--- config.mk ---
export PLATFORM = sky130hd
export DESIGN_NAME = multi_chan_accum_flat
export DESIGN_NICKNAME = d
export VERILOG_FILES = /design/src/rtl/mca_pkg.sv /design/src/rtl/multi_chan_accum_if.sv /design/src/rtl/mca_alu.sv /design/src/rtl/multi_chan_accum.sv /design/src/flat_wrapper.sv
export SDC_FILE = /design/constraint.sdc
export NUM_CORES = 1
export LEC_CHECK = 0
export ABC_AREA = 1
export CORE_MARGIN = 2
export CORE_UTILIZATION = 50
export CTS_CLUSTER_SIZE = 30
export DETAILED_ROUTE_END_ITERATION = 10
export DONT_BUFFER_PORTS = 1
export GPL_ROUTABILITY_DRIVEN = 0
export PLACE_DENSITY = 0.65
export SETUP_SLACK_MARGIN = 0.15
export SYNTH_ARGS = -nofsm -noshare
export SYNTH_HDL_FRONTEND = slang
export SYNTH_SLANG_ARGS = --single-unit
--- constraint.sdc ---
create_clock -name clk -period 2.86 [get_ports clk]
set_input_delay 0.429 -clock clk [delete_from_list [all_inputs] [get_ports clk]]
set_output_delay 0.429 -clock clk [all_outputs]
set_load 0.1 [all_outputs]
--- src/rtl/mca_pkg.sv ---
// Shared opcode definitions for the multi-channel accumulator and its pin decode.
package mca_pkg;

    localparam int MCA_OP_W = 2;

    typedef enum logic [MCA_OP_W-1:0] {
        MCA_ADD  = 2'd0,
        MCA_SUB  = 2'd1,
        MCA_LOAD = 2'd2,
        MCA_READ = 2'd3
    } mca_op_e;

    // Raw encodings for the ui_in/uio_in decode, which works on plain bit fields.
    localparam logic [MCA_OP_W-1:0] MCA_OP_ADD  = 2'd0;
    localparam logic [MCA_OP_W-1:0] MCA_OP_SUB  = 2'd1;
    localparam logic [MCA_OP_W-1:0] MCA_OP_LOAD = 2'd2;
    localparam logic [MCA_OP_W-1:0] MCA_OP_READ = 2'd3;

endpackage

--- src/rtl/multi_chan_accum_if.sv ---
// Request/result handshake bundle for multi_chan_accum; slave is the accumulator side.
interface multi_chan_accum_if
    import mca_pkg::*;
#(
    parameter int WIDTH     = 8,
    parameter int ACC_WIDTH = 16,
    parameter int CHANNELS  = 4
);
    localparam int CHAN_W = $clog2(CHANNELS);

    logic                 in_valid;
    logic                 in_ready;
    logic [CHAN_W-1:0]    in_chan;
    mca_op_e              in_op;
    logic [WIDTH-1:0]     in_data;
    logic                 out_valid;
    logic                 out_ready;
    logic [CHAN_W-1:0]    out_chan;
    logic [ACC_WIDTH-1:0] out_acc;
    logic                 out_ovf;
    logic                 out_sticky;

    modport master (
        output in_valid, in_chan, in_op, in_data, out_ready,
        input  in_ready, out_valid, out_chan, out_acc, out_ovf, out_sticky
    );

    modport slave (
        input  in_valid, in_chan, in_op, in_data, out_ready,
        output in_ready, out_valid, out_chan, out_acc, out_ovf, out_sticky
    );

endinterface

--- src/rtl/mca_alu.sv ---
// Combinational accumulator datapath. Define MCA_SATURATE_EN to clamp on
// overflow/underflow instead of wrapping.
module mca_alu
    import mca_pkg::*;
#(
    parameter int WIDTH     = 8,
    parameter int ACC_WIDTH = 16
) (
    input  logic [ACC_WIDTH-1:0] acc,
    input  logic [WIDTH-1:0]     data,
    input  mca_op_e              op,
    output logic [ACC_WIDTH-1:0] acc_next,
    output logic                 ovf
);
    // One extra bit so the carry/borrow falls out of the top of the result.
    logic [ACC_WIDTH:0] data_ext;
    logic [ACC_WIDTH:0] sum;
    logic [ACC_WIDTH:0] diff;

    assign data_ext = (ACC_WIDTH+1)'(data);
    assign sum      = {1'b0, acc} + data_ext;
    assign diff     = {1'b0, acc} - data_ext;

    always_comb begin
        acc_next = acc;
        ovf      = 1'b0;
        case (op)
            MCA_ADD: begin
                ovf = sum[ACC_WIDTH];
`ifdef MCA_SATURATE_EN
                acc_next = sum[ACC_WIDTH] ? '1 : sum[ACC_WIDTH-1:0];
`else
                acc_next = sum[ACC_WIDTH-1:0];
`endif
            end
            MCA_SUB: begin
                ovf = diff[ACC_WIDTH];
`ifdef MCA_SATURATE_EN
                acc_next = diff[ACC_WIDTH] ? '0 : diff[ACC_WIDTH-1:0];
`else
                acc_next = diff[ACC_WIDTH-1:0];
`endif
            end
            MCA_LOAD: acc_next = data_ext[ACC_WIDTH-1:0];
            default:  acc_next = acc;
        endcase
    end

endmodule

--- src/rtl/multi_chan_accum.sv ---
// Multi-channel accumulator: per-channel register file and sticky flags, one-entry
// registered result buffer. Saturation is selected by MCA_SATURATE_EN (see mca_alu).
module multi_chan_accum
    import mca_pkg::*;
#(
    parameter int WIDTH     = 8,
    parameter int ACC_WIDTH = 16,
    parameter int CHANNELS  = 4
) (
    input  logic               clk,
    input  logic               rst,
    multi_chan_accum_if.slave  bus
);
    localparam int              CHAN_W     = $clog2(CHANNELS);
    localparam logic [CHAN_W:0] CHAN_LIMIT = (CHAN_W+1)'(CHANNELS);

    logic [CHANNELS-1:0][ACC_WIDTH-1:0] acc_vec;
    logic [CHANNELS-1:0]                sticky_vec;

    logic                 accept;
    logic                 chan_ok;
    logic                 do_update;
    logic [ACC_WIDTH-1:0] sel_acc;
    logic                 sel_sticky;
    logic [ACC_WIDTH-1:0] alu_acc;
    logic                 alu_ovf;
    logic                 sticky_next;

    logic                 out_valid_reg;
    logic [CHAN_W-1:0]    out_chan_reg;
    logic [ACC_WIDTH-1:0] out_acc_reg;
    logic                 out_ovf_reg;
    logic                 out_sticky_reg;

    // Ready depends only on the output buffer, never on in_valid.
    assign bus.in_ready = !out_valid_reg || bus.out_ready;
    assign accept       = bus.in_valid && bus.in_ready;
    assign chan_ok      = {1'b0, bus.in_chan} < CHAN_LIMIT;
    assign do_update    = accept && chan_ok;

    always_comb begin
        sel_acc    = '0;
        sel_sticky = 1'b0;
        for (int i = 0; i < CHANNELS; i++) begin
            if (bus.in_chan == CHAN_W'(i)) begin
                sel_acc    = acc_vec[i];
                sel_sticky = sticky_vec[i];
            end
        end
    end

    mca_alu #(
        .WIDTH     (WIDTH),
        .ACC_WIDTH (ACC_WIDTH)
    ) u_alu (
        .acc      (sel_acc),
        .data     (bus.in_data),
        .op       (bus.in_op),
        .acc_next (alu_acc),
        .ovf      (alu_ovf)
    );

    assign sticky_next = (bus.in_op == MCA_LOAD) ? 1'b0 : (sel_sticky | alu_ovf);

    for (genvar gi = 0; gi < CHANNELS; gi++) begin : g_chan
        logic [ACC_WIDTH-1:0] acc_reg;
        logic                 sticky_reg;
        logic                 wr_en;

        assign wr_en = do_update && (bus.in_chan == CHAN_W'(gi));

        always_ff @(posedge clk) begin
            if (rst) begin
                acc_reg    <= '0;
                sticky_reg <= 1'b0;
            end else if (wr_en) begin
                acc_reg    <= alu_acc;
                sticky_reg <= sticky_next;
            end
        end

        assign acc_vec[gi]    = acc_reg;
        assign sticky_vec[gi] = sticky_reg;
    end

    // A dropped (out-of-range) request still consumes the handshake, so it may
    // retire a pending result but never produces one.
    always_ff @(posedge clk) begin
        if (rst) begin
            out_valid_reg  <= 1'b0;
            out_chan_reg   <= '0;
            out_acc_reg    <= '0;
            out_ovf_reg    <= 1'b0;
            out_sticky_reg <= 1'b0;
        end else if (do_update) begin
            out_valid_reg  <= 1'b1;
            out_chan_reg   <= bus.in_chan;
            out_acc_reg    <= alu_acc;
            out_ovf_reg    <= alu_ovf;
            out_sticky_reg <= sticky_next;
        end else if (bus.out_ready) begin
            out_valid_reg  <= 1'b0;
        end
    end

    assign bus.out_valid  = out_valid_reg;
    assign bus.out_chan   = out_chan_reg;
    assign bus.out_acc    = out_acc_reg;
    assign bus.out_ovf    = out_ovf_reg;
    assign bus.out_sticky = out_sticky_reg;

endmodule
--- src/flat_wrapper.sv ---
// flat-port wrapper written by rule: the top's interface ports become plain ports
module multi_chan_accum_flat import mca_pkg::*;
#(
    parameter int WIDTH     = 8,
    parameter int ACC_WIDTH = 16,
    parameter int CHANNELS  = 4
)
  (clk, rst, bus_in_valid, bus_in_chan, bus_in_op, bus_in_data, bus_out_ready, bus_in_ready, bus_out_valid, bus_out_chan, bus_out_acc, bus_out_ovf, bus_out_sticky);
  multi_chan_accum_if #(.WIDTH(WIDTH), .ACC_WIDTH(ACC_WIDTH), .CHANNELS(CHANNELS)) bus_i ();
  input  logic clk;
  input  logic rst;
  input wire logic [$bits(bus_i.in_valid)-1:0] bus_in_valid;
  input wire logic [$bits(bus_i.in_chan)-1:0] bus_in_chan;
  input wire logic [$bits(bus_i.in_op)-1:0] bus_in_op;
  input wire logic [$bits(bus_i.in_data)-1:0] bus_in_data;
  input wire logic [$bits(bus_i.out_ready)-1:0] bus_out_ready;
  output wire logic [$bits(bus_i.in_ready)-1:0] bus_in_ready;
  output wire logic [$bits(bus_i.out_valid)-1:0] bus_out_valid;
  output wire logic [$bits(bus_i.out_chan)-1:0] bus_out_chan;
  output wire logic [$bits(bus_i.out_acc)-1:0] bus_out_acc;
  output wire logic [$bits(bus_i.out_ovf)-1:0] bus_out_ovf;
  output wire logic [$bits(bus_i.out_sticky)-1:0] bus_out_sticky;
  assign bus_i.in_valid = bus_in_valid;
  assign bus_i.in_chan = bus_in_chan;
  assign bus_i.in_op = bus_in_op;
  assign bus_i.in_data = bus_in_data;
  assign bus_i.out_ready = bus_out_ready;
  assign bus_in_ready = bus_i.in_ready;
  assign bus_out_valid = bus_i.out_valid;
  assign bus_out_chan = bus_i.out_chan;
  assign bus_out_acc = bus_i.out_acc;
  assign bus_out_ovf = bus_i.out_ovf;
  assign bus_out_sticky = bus_i.out_sticky;
  multi_chan_accum #(.WIDTH(WIDTH), .ACC_WIDTH(ACC_WIDTH), .CHANNELS(CHANNELS)) u_core (.clk(clk), .rst(rst), .bus(bus_i));
endmodule
==> metrics.md, run 1 <==
| Metric | Value |
|---|---|
| Crit path from | `u_core.g_chan[1].acc_reg[0]` |
| Post-synth EDFFs | `0` |
| Largest family of logic cells by synthesized area | `simple AND/OR/NAND/NOR gates` |
| Pwr dens | `525 nW/um^2` |
| Startpoint types | `flop` |
| Share of layout cells above drive strength 1 | `22.2%` |
| Clock Latency Late Sink | `360 ps` |
| Mux share of post-synthesis cell area | `0%` |
| Routed len/inst | `16.8 um` |
| Compound-Gate Fraction of Synth Area | `20.1%` |
| CTS root buffer | `clkbuf_8` |
| Main flop type after synthesis | `dfxtp_1` |
| Async set-reset flop share out of synthesis | `0%` |
| Final setup violation count | `0` |
| Hold Path Origin | `rst` |
| Flops & latches, synth | `89` |
| Synth top area cells | `dfxtp_1, nand2_1, o21ai_0` |
| Area Overhead vs Synth | `17.1%` |
| Crit-path max FO | `5` |
| Row cnt | `38` |
| Leakage power | `3.00 nW` |
| Cts hold-fix bufs | `0` |
| Achievable frequency | `0.382 GHz` |
| Unique masters post-synth | `46` |
| Core ar. | `10800 um^2` |
| Worst-Margin Slew | `1020 ps` |
| Outcome | `finished clean` |
| Yosys warns | `0` |
| Initial detailed-routing violation count | `556` |
| Die Y | `109 um` |
| Tcrit/Tclk final | `91.5%` |
| Synth Area in Simple Gates | `32.7%` |
| Min-delay worst type | `in -> reg` |
| Post-synthesis xor/xnor area fraction | `0.159%` |
| Drt pass-1 iters | `5` |
| Post-DP HPWL | `11.9 mm` |
| Die X | `109 um` |
| Clk pin slew, worst setup/hold paths | `90 ps` |
| CTS tree | `yes` |
| Peak VDD IR | `411 uV` |
| Max Slew Vio Count | `0` |
| Pwr Total | `3.38 mW` |
| Diode count | `0` |
| Max_slew headroom | `32.0%` |
| Syn Inst Count | `792` |
| Clk_skew | `10.5 ps` |
| First-pass GRT wire length | `26.6 mm` |
| Max Cap Viol | `0` |
| Vias per cell | `5.78` |
| Average cell area after synthesis | `6.95 um^2` |
| Cell taking the most area after synthesis | `dfxtp_1` |
| Largest register FFs | `64` |
| RSZ-0062 raised after global routing | `yes` |
| Grt ovf | `0` |
| Crit end category | `flop` |
| Post-Synth Adder-Cell Area | `4.36%` |
| Largest net degree at the start of global routing | `53` |
| Clk buf depth | `2` |
| Yosys top cell area share | `32.4%` |
| H-tree levels | `3` |
| Vias in the first global route | `5313` |
| Post-route antenna net violation count | `0` |
| CTS buffer count | `9` |
| Syn Nets | `826` |
| Ports | `38` |
| Worst Path Arrival | `2880 ps` |
| CP Class | `reg -> reg` |
| Cell Area, Synth | `5510 um^2` |
| Initial antenna violation count | `0` |
| Nets@finish | `865` |
| Final wirelength | `16.4 mm` |
| Crit path required time | `3130 ps` |
| Worst R2R Start | `u_core.g_chan[1].acc_reg[0]` |
| Min Hold Slack | `127 ps` |
| Fin crit period | `2620 ps` |
| # port buffers | `0` |
| Post-synthesis sequential area ratio | `32.4%` |
| Vias post-DR | `5637` |
| Die area | `11900 um^2` |
| Hold Fails Final Rpt | `0` |
| Sink Count | `89` |
| GRT Total Usage | `28.8%` |
| Initial Utilization | `51.0%` |
| End-of-flow core utilization | `59.7%` |
| DRC Markers | `0` |
cells by family after synthesis:
family	Yosys count
simple gates	351
fa+ha+maj	18
flops	89
xor+xnor	1
buf+inv	133
compound gates	200
through the flow:
step / TNS, ps / setup slack, ps / cells / area, um^2
6_report: 0 / 245 / 976 / 6440
5_1_grt: 0 / 60.2 / 976 / 6440
4_1_cts: 0 / 173 / 969 / 6210
3_5_place_dp: -5010 / -271 / 953 / 5950
3_3_place_gp: -4030 / -238 / 953 / 5950
2_1_floorplan: 0 / 33.4 / 792 / 5530
worst paths after layout:
kind | slack (ps) | depth (start not counted) | end
max reg2reg | 240 | 21 | u_core.bus.out_acc[14]
min reg2reg | 480 | 2 | u_core.g_chan[3].sticky_reg
min | 130 | 1 | u_core.g_chan[3].sticky_reg
max | 240 | 21 | u_core.bus.out_acc[14]
layer usage:
layer / share of wire [%] / global-route usage, % / vias up
met5: 0 / 0 / -
met4: 2.3 / 10.2 / 0
met3: 7.9 / 5.26 / 36
met2: 45 / 44.7 / 225
met1: 45 / 40.0 / 2652
li1: - / - / 2724
cells in the final DEF, fill, tap and decap left out, drive strengths merged, types with 6 or more instances in the layout:
master | Yosys | routed
nand3 | 79 | 79
ha | 16 | 16
a31oi | 6 | 6
nand2 | 149 | 149
o22ai | 7 | 7
inv | 97 | 98
clkbuf | 17 | 13
o21ai | 99 | 99
o21a | 6 | 6
nand4 | 22 | 22
a21oi | 63 | 63
buf | 19 | 63
dfxtp | 89 | 89
nor2 | 92 | 92
report_power, final:
| group | total, mW | leakage [nW] | switching [mW] | internal [mW] |
|---|---|---|---|---|
| Clock | 1.05 | 0.121 | 0.438 | 0.609 |
| Combinational | 0.818 | 2.15 | 0.516 | 0.302 |
| Sequential | 1.52 | 0.730 | 0.207 | 1.31 |
worst max-delay path, cell delays in order (launching register included):
cell and delay, ps:
dfxtp_2 330, inv_2 40, o2111ai_2 170, o21ai_2 130
inv_2 90, ha_4 140, inv_2 40, fa_2 380
inv_2 80, nand2_2 60, nand2_1 70, nand2_1 60
nand2_2 90, nand2_2 70, nand2_4 90, nand2_2 60
and2b_1 230, nand2_2 80, o21ai_4 80, nand4_1 110
nand2_1 100, inv_1 40
timing repair:
action | CTS | global route
resized for setup | 4 | 54
hold endpoints to repair | 0 | 0
endpoints found under the setup margin | 11 | 61
pin swaps | 0 | 23
buffers inserted | 0 | 7
cell usage after synthesis (7+ instances only):
| master | count |
|---|---|
| nand4_4 | 7 |
| nor2_1 | 76 |
| nand3_1 | 61 |
| nand4_1 | 15 |
| clkbuf_1 | 17 |
| nand2_2 | 8 |
| nand3_2 | 16 |
| nor2_2 | 11 |
| o21ai_0 | 91 |
| nand2_1 | 141 |
| dfxtp_1 | 89 |
| ha_1 | 16 |
| buf_2 | 13 |
| inv_1 | 92 |
| a21oi_1 | 62 |
| o21ai_1 | 7 |
area by class of cell:
class | instances | area [um^2]
fill | 994 | 4350
multi-input combinational | 570 | 3370
sequential | 89 | 1780
timing repair buffer | 64 | 503
inverter | 97 | 372
tap | 140 | 175
clock buffer | 12 | 145
clock inverter | 4 | 98.8
Power figures use the tool's default switching activity.
==> run 2, diff against run 1 <==
--- a/config.mk
+++ b/config.mk
@@ -6,6 +6,7 @@
 export NUM_CORES = 1
 export LEC_CHECK = 0
 export ABC_AREA = 1
+export CORE_ASPECT_RATIO = 0.8
 export CORE_MARGIN = 2
 export CORE_UTILIZATION = 50
 export CTS_CLUSTER_SIZE = 30
==> run 2 against run 1 <==
Sequential power barely moved. Worst setup slack improved by 1.4 ps. Power increased by 3.5%. Clock skew shrank 1.0 ps. Non-clock buffer count increased by 13. Global-route usage increased by 0.38 points. Die area about the same. First-iteration DRC count shrank 5.8%. Clock power is 10% higher. Critical path type unchanged. Largest cell class unchanged.
==> metrics.md, run 2 (synthesized netlist as in run 1, its figures left out) <==
| Metric | Value |
|---|---|
| CTS buffer count | `9` |
| Pwr dens | `537 nW/um^2` |
| Crit end category | `flop` |
| Die X | `121 um` |
| Clock network power share | `33.0%` |
| Min-delay worst type | `in -> reg` |
| Pwr Total | `3.50 mW` |
| Vias post-DR | `5750` |
| Int Pwr | `2.27 mW` |
| Vias per cell | `5.79` |
| Clock Latency Late Sink | `340 ps` |
| Nets@finish | `878` |
| Die Y | `97.9 um` |
| Largest net degree at the start of global routing | `42` |
| # port buffers | `0` |
| Final wirelength | `17.1 mm` |
| Initial detailed-routing violation count | `524` |
| Final setup violation count | `0` |
| Most common cell after layout, fill and taps aside | `nand2_1` |
| Tcrit/Tclk final | `91.4%` |
| Final WS setup | `246 ps` |
| Fin crit period | `2610 ps` |
| Peak VDD IR | `391 uV` |
| Diode count | `0` |
| Achievable frequency | `0.383 GHz` |
| Clk_skew | `9.41 ps` |
| Crit-path max FO | `3` |
| Area Overhead vs Synth | `18.4%` |
| Clk pin slew, worst setup/hold paths | `70 ps` |
| Worst-Margin Slew | `1000 ps` |
| Outcome | `finished clean` |
| Drt pass-1 iters | `5` |
| Post-DP HPWL | `12.6 mm` |
| Switch Pwr | `1.23 mW` |
| Row cnt | `34` |
| Commonest cells after routing, fill and taps aside | `nand2_1, inv_1, dfxtp_1, o21ai_0, nor2_1` |
| Core ar. | `10800 um^2` |
| Post-route antenna net violation count | `0` |
| Leakage power | `3.07 nW` |
| Cts hold-fix bufs | `0` |
| Pre-CTS setup slack | `-102 ps` |
| Worst Path Arrival | `2830 ps` |
| Clk buf depth | `2` |
| Seq pwr share | `43.2%` |
| Sum Neg Setup Slack | `0 ps` |
| CP Class | `reg -> reg` |
| CTS tree | `yes` |
| CTS root buffer | `clkbuf_16` |
| Ports | `38` |
| Vias in the first global route | `5297` |
| Initial Utilization | `50.9%` |
| Max Slew Vio Count | `0` |
| R2R Setup Slk | `250 ps` |
| First-pass GRT wire length | `27.2 mm` |
| Largest register FFs | `64` |
| Sink Count | `89` |
| Grt ovf | `0` |
| Share of layout cells above drive strength 1 | `22.5%` |
| Comb power frac | `23.8%` |
| Startpoint types | `flop` |
| GRT Total Usage | `29.2%` |
| RSZ-0062 raised after global routing | `yes` |
| H-tree levels | `3` |
| DRC Markers | `0` |
| Initial antenna violation count | `0` |
| Max_slew headroom | `33.1%` |
| Die area | `11900 um^2` |
| Hold Fails Final Rpt | `0` |
| Max Cap Viol | `0` |
| Sw frac | `35.2%` |
| Crit path required time | `3080 ps` |
| Routed len/inst | `17.2 um` |
[run 2: cell types whose count changed in the layout (fill, tap and decap cells not counted), moves of 3 or more]
cell	before	now
bufinv_16	3	0
nand2_2	24	19
clkbuf_8	10	2
clkbuf_16	0	9
nand2_1	123	127
buf_4	61	73
[run 2: worst paths after layout]
| check | start | endpoint | depth (start not counted) |
|---|---|---|---|
| max | u_core.g_chan[1].acc_reg[0] | u_core.g_chan[1].sticky_reg | 15 |
| min | rst | u_core.bus.out_valid | 1 |
| max reg2reg | u_core.g_chan[1].acc_reg[0] | u_core.g_chan[1].sticky_reg | 15 |
| min reg2reg | u_core.g_chan[3].sticky_reg | u_core.g_chan[3].sticky_reg | 2 |
[run 2: cell type report]
class                   instances  area, um^2
fillers                       995        4290
multi-input cells             570        3290
flip-flops and latches         89        1790
repair buffers                 77         596
inverters                      97         374
clock buffers                  11         253
well taps                     144         180
clock inverters                 5        36.3
[run 2: metal layers]
layer | GRT usage [%] | vias up | wire, um
li1 | - | 2748 | -
met1 | 39.0 | 2706 | 7300
met2 | 47.9 | 260 | 7970
met3 | 6.02 | 36 | 1370
met4 | 8.31 | 0 | 452
met5 | 0 | - | 0
[run 2: critical path: stages (launching register included)]
cell,delay [ps]
dfxtp_2,320
inv_2,40
o2111ai_2,170
o21ai_2,110
ha_1,240
fa_1,400
buf_4,160
nor3_2,210
nor2_1,100
nor2_2,180
buf_4,140
nor2_1,30
nand2_1,100
nand3_2,100
nand2_1,120
a21oi_1,70
[run 2: through the flow]
step,hold WS [ps],std cells,area (um^2),util (%)
final,145,993,6520,60.3
after global routing,135,993,6520,60.3
after CTS,140,989,6360,58.9
after detailed placement,465,972,6060,56.1
after global placement,451,972,6060,56.1
after floorplan,445,792,5530,-
[run 2: power groups by stage]
stage / sequential, mW / clock (mW) / combinational [mW]
after floorplan: 1.55 / 0 / 0.513
after global placement: 1.53 / 0 / 0.771
after detailed placement: 1.54 / 0 / 0.781
after CTS: 1.51 / 1.16 / 0.787
after global routing: 1.52 / 1.20 / 0.916
final: 1.51 / 1.16 / 0.834
[run 2: what timing repair did]
action | CTS | global route
hold endpoints to repair | 0 | 0
gates resized for setup | 3 | 42
endpoints found under the setup margin | 4 | 54
pin swaps | 0 | 20
gates cloned | 0 | 0
buffers inserted | 1 | 4
==> run 3, diff against run 2 <==
--- a/config.mk
+++ b/config.mk
@@ -14,6 +14,7 @@
 export DONT_BUFFER_PORTS = 1
 export GPL_ROUTABILITY_DRIVEN = 0
 export PLACE_DENSITY = 0.65
+export RECOVER_POWER = 25
 export SETUP_SLACK_MARGIN = 0.15
 export SYNTH_ARGS = -nofsm -noshare
 export SYNTH_HDL_FRONTEND = slang
==> run 3 against run 2 <==
Worst setup slack worse by 6.6 ps. Clock-buffer cell count unchanged. Clock power about the same. Sequential share of layout area up 0.12 points. Hold slack about the same. Sequential power about the same. Maximum frequency down 0.25%. Clock skew down 0.95 ps. Largest power group unchanged. Largest cell class unchanged. Final cell count unchanged. Critical path depth unchanged. Combinational power about the same.
==> metrics.md, run 3 (synthesized netlist as in run 1, its figures left out) <==
| Metric | Value |
|---|---|
| Fin crit period | `2620 ps` |
| H-tree levels | `3` |
| Vias post-DR | `5749` |
| RSZ-0062 raised after global routing | `yes` |
| CTS root buffer | `clkbuf_16` |
| Core ar. | `10800 um^2` |
| Initial Utilization | `50.9%` |
| R2R Setup Slk | `240 ps` |
| Worst-Margin Slew | `1330 ps` |
| Area Overhead vs Synth | `17.9%` |
| Clk_skew | `8.45 ps` |
| Final wirelength | `17.1 mm` |
| Commonest cells after routing, fill and taps aside | `nand2_1, inv_1, dfxtp_1, o21ai_0, nor2_1` |
| Clk pin slew, worst setup/hold paths | `70 ps` |
| Largest register FFs | `64` |
| # port buffers | `0` |
| Min Hold Slack | `145 ps` |
| Sink Count | `89` |
| Cell chain of the critical path | `inv_2 > o2111ai_2 > o21ai_2 > ha_1 > fa_1 > buf_4 > nor3_2 > nor2_1 > nor2_2 > buf_4 > nor2_1 > nand2_1 > nand3_2 > nand2_1 > a21oi_1` |
| Post-route antenna net violation count | `0` |
| Most common cell after layout, fill and taps aside | `nand2_1` |
| DRC Markers | `0` |
| Peak VDD IR | `391 uV` |
| FF-to-FF End | `u_core.g_chan[1].sticky_reg` |
| Tcrit/Tclk final | `91.6%` |
| Top Family by Delay on Critical Path | `simple AND/OR/NAND/NOR gates` |
| Achievable frequency | `0.382 GHz` |
| Share of layout cells above drive strength 1 | `21.6%` |
| Cts hold-fix bufs | `0` |
| Vias in the first global route | `5297` |
| Min-delay worst type | `in -> reg` |
| Clk buf depth | `2` |
| Die Y | `97.9 um` |
| First-pass GRT wire length | `27.2 mm` |
| Vias per cell | `5.79` |
| GRT Total Usage | `29.2%` |
| CTS tree | `yes` |
| Worst Path Arrival | `2830 ps` |
| Nets@finish | `878` |
| WP buf/inv | `3` |
| Die X | `121 um` |
| CP max stage delay | `390 ps` |
| Max_slew headroom | `11.4%` |
| Reg2Reg Depth | `15` |
| Largest net degree at the start of global routing | `42` |
| Max Cap Viol | `0` |
| Ports | `38` |
| CTS buffer count | `9` |
| Crit end category | `flop` |
| Final setup violation count | `0` |
| Initial detailed-routing violation count | `528` |
| Initial antenna violation count | `0` |
| Max Slew Vio Count | `0` |
| Hold Path Origin | `rst` |
| Post-DP HPWL | `12.6 mm` |
| Routed len/inst | `17.3 um` |
| Outcome | `finished clean` |
| Clock Latency Late Sink | `340 ps` |
| Crit-path max FO | `3` |
| Startpoint types | `flop` |
| Worst R2R Start | `u_core.g_chan[1].acc_reg[0]` |
| Hold Path End | `u_core.bus.out_valid` |
| Drt pass-1 iters | `6` |
| Row cnt | `34` |
| CP Class | `reg -> reg` |
| Leakage power | `3.05 nW` |
| End-of-flow core utilization | `60.1%` |
| Hold Fails Final Rpt | `0` |
| Die area | `11900 um^2` |
| Crit path required time | `3070 ps` |
| Diode count | `0` |
| Grt ovf | `0` |
| Pwr dens | `539 nW/um^2` |
| Slowest CP cell | `fa_1` |
| Worst hold path cell count | `1` |
==> run 3: what timing repair did <==
action / in CTS / in global routing
pin swaps: 0 / 20
cloned: 0 / 0
setup buffers: 1 / 4
endpoints found under the hold margin: 0 / 0
setup endpoints to repair: 4 / 54
gates resized for setup: 3 / 42
==> run 3: how the worst max path moves through the flow <==
stage	slack [ps]	end	depth (start not counted)	from
after floorplan	30	u_core.bus.out_acc[14]	24	bus_in_chan[0]
after global placement	-80	u_core.bus.out_acc[14]	14	bus_in_chan[0]
after detailed placement	-100	u_core.bus.out_acc[14]	22	bus_in_chan[0]
after CTS	180	u_core.bus.out_acc[14]	21	u_core.g_chan[1].acc_reg[0]
after global routing	130	u_core.bus.out_acc[15]	18	u_core.g_chan[1].acc_reg[1]
final	240	u_core.g_chan[1].sticky_reg	15	u_core.g_chan[1].acc_reg[0]
==> run 3: cell type report <==
class	instances	area, um^2
multi-input combinational	570	3290
sequential	89	1790
inverter	97	374
tap	144	180
timing repair buffer	77	569
clock buffer	11	253
fill	1001	4320
clock inverter	5	36.3
==> run 3: metal layers <==
metal  global-route usage [%]  vias to the layer above  share of wire, %
met5                        0                        -                 0
li1                         -                     2752                 -
met1                     39.0                     2687                43
met2                     47.9                      265                46
met4                     8.31                        0               3.0
met3                     6.02                       45               8.1
==> run 3: stage by stage <==
stage                     total power, mW  setup TNS (ps)  area (um^2)  setup WS (ps)  cells
after floorplan                      2.06               0         5530           33.4    792
after detailed placement             2.32           -1050         6060           -102    972
after global routing                 3.63               0         6490            130    993
final                                3.50               0         6490            239    993
after global placement               2.31            -509         6060          -82.0    972
after CTS                            3.46               0         6360            176    989
==> run 3: report_power, final <==
group | total, mW | switching (mW) | internal, mW
Clock | 1.15 | 0.510 | 0.643
Combinational | 0.831 | 0.524 | 0.307
Sequential | 1.51 | 0.198 | 1.31
Total | 3.50 | 1.23 | 2.26
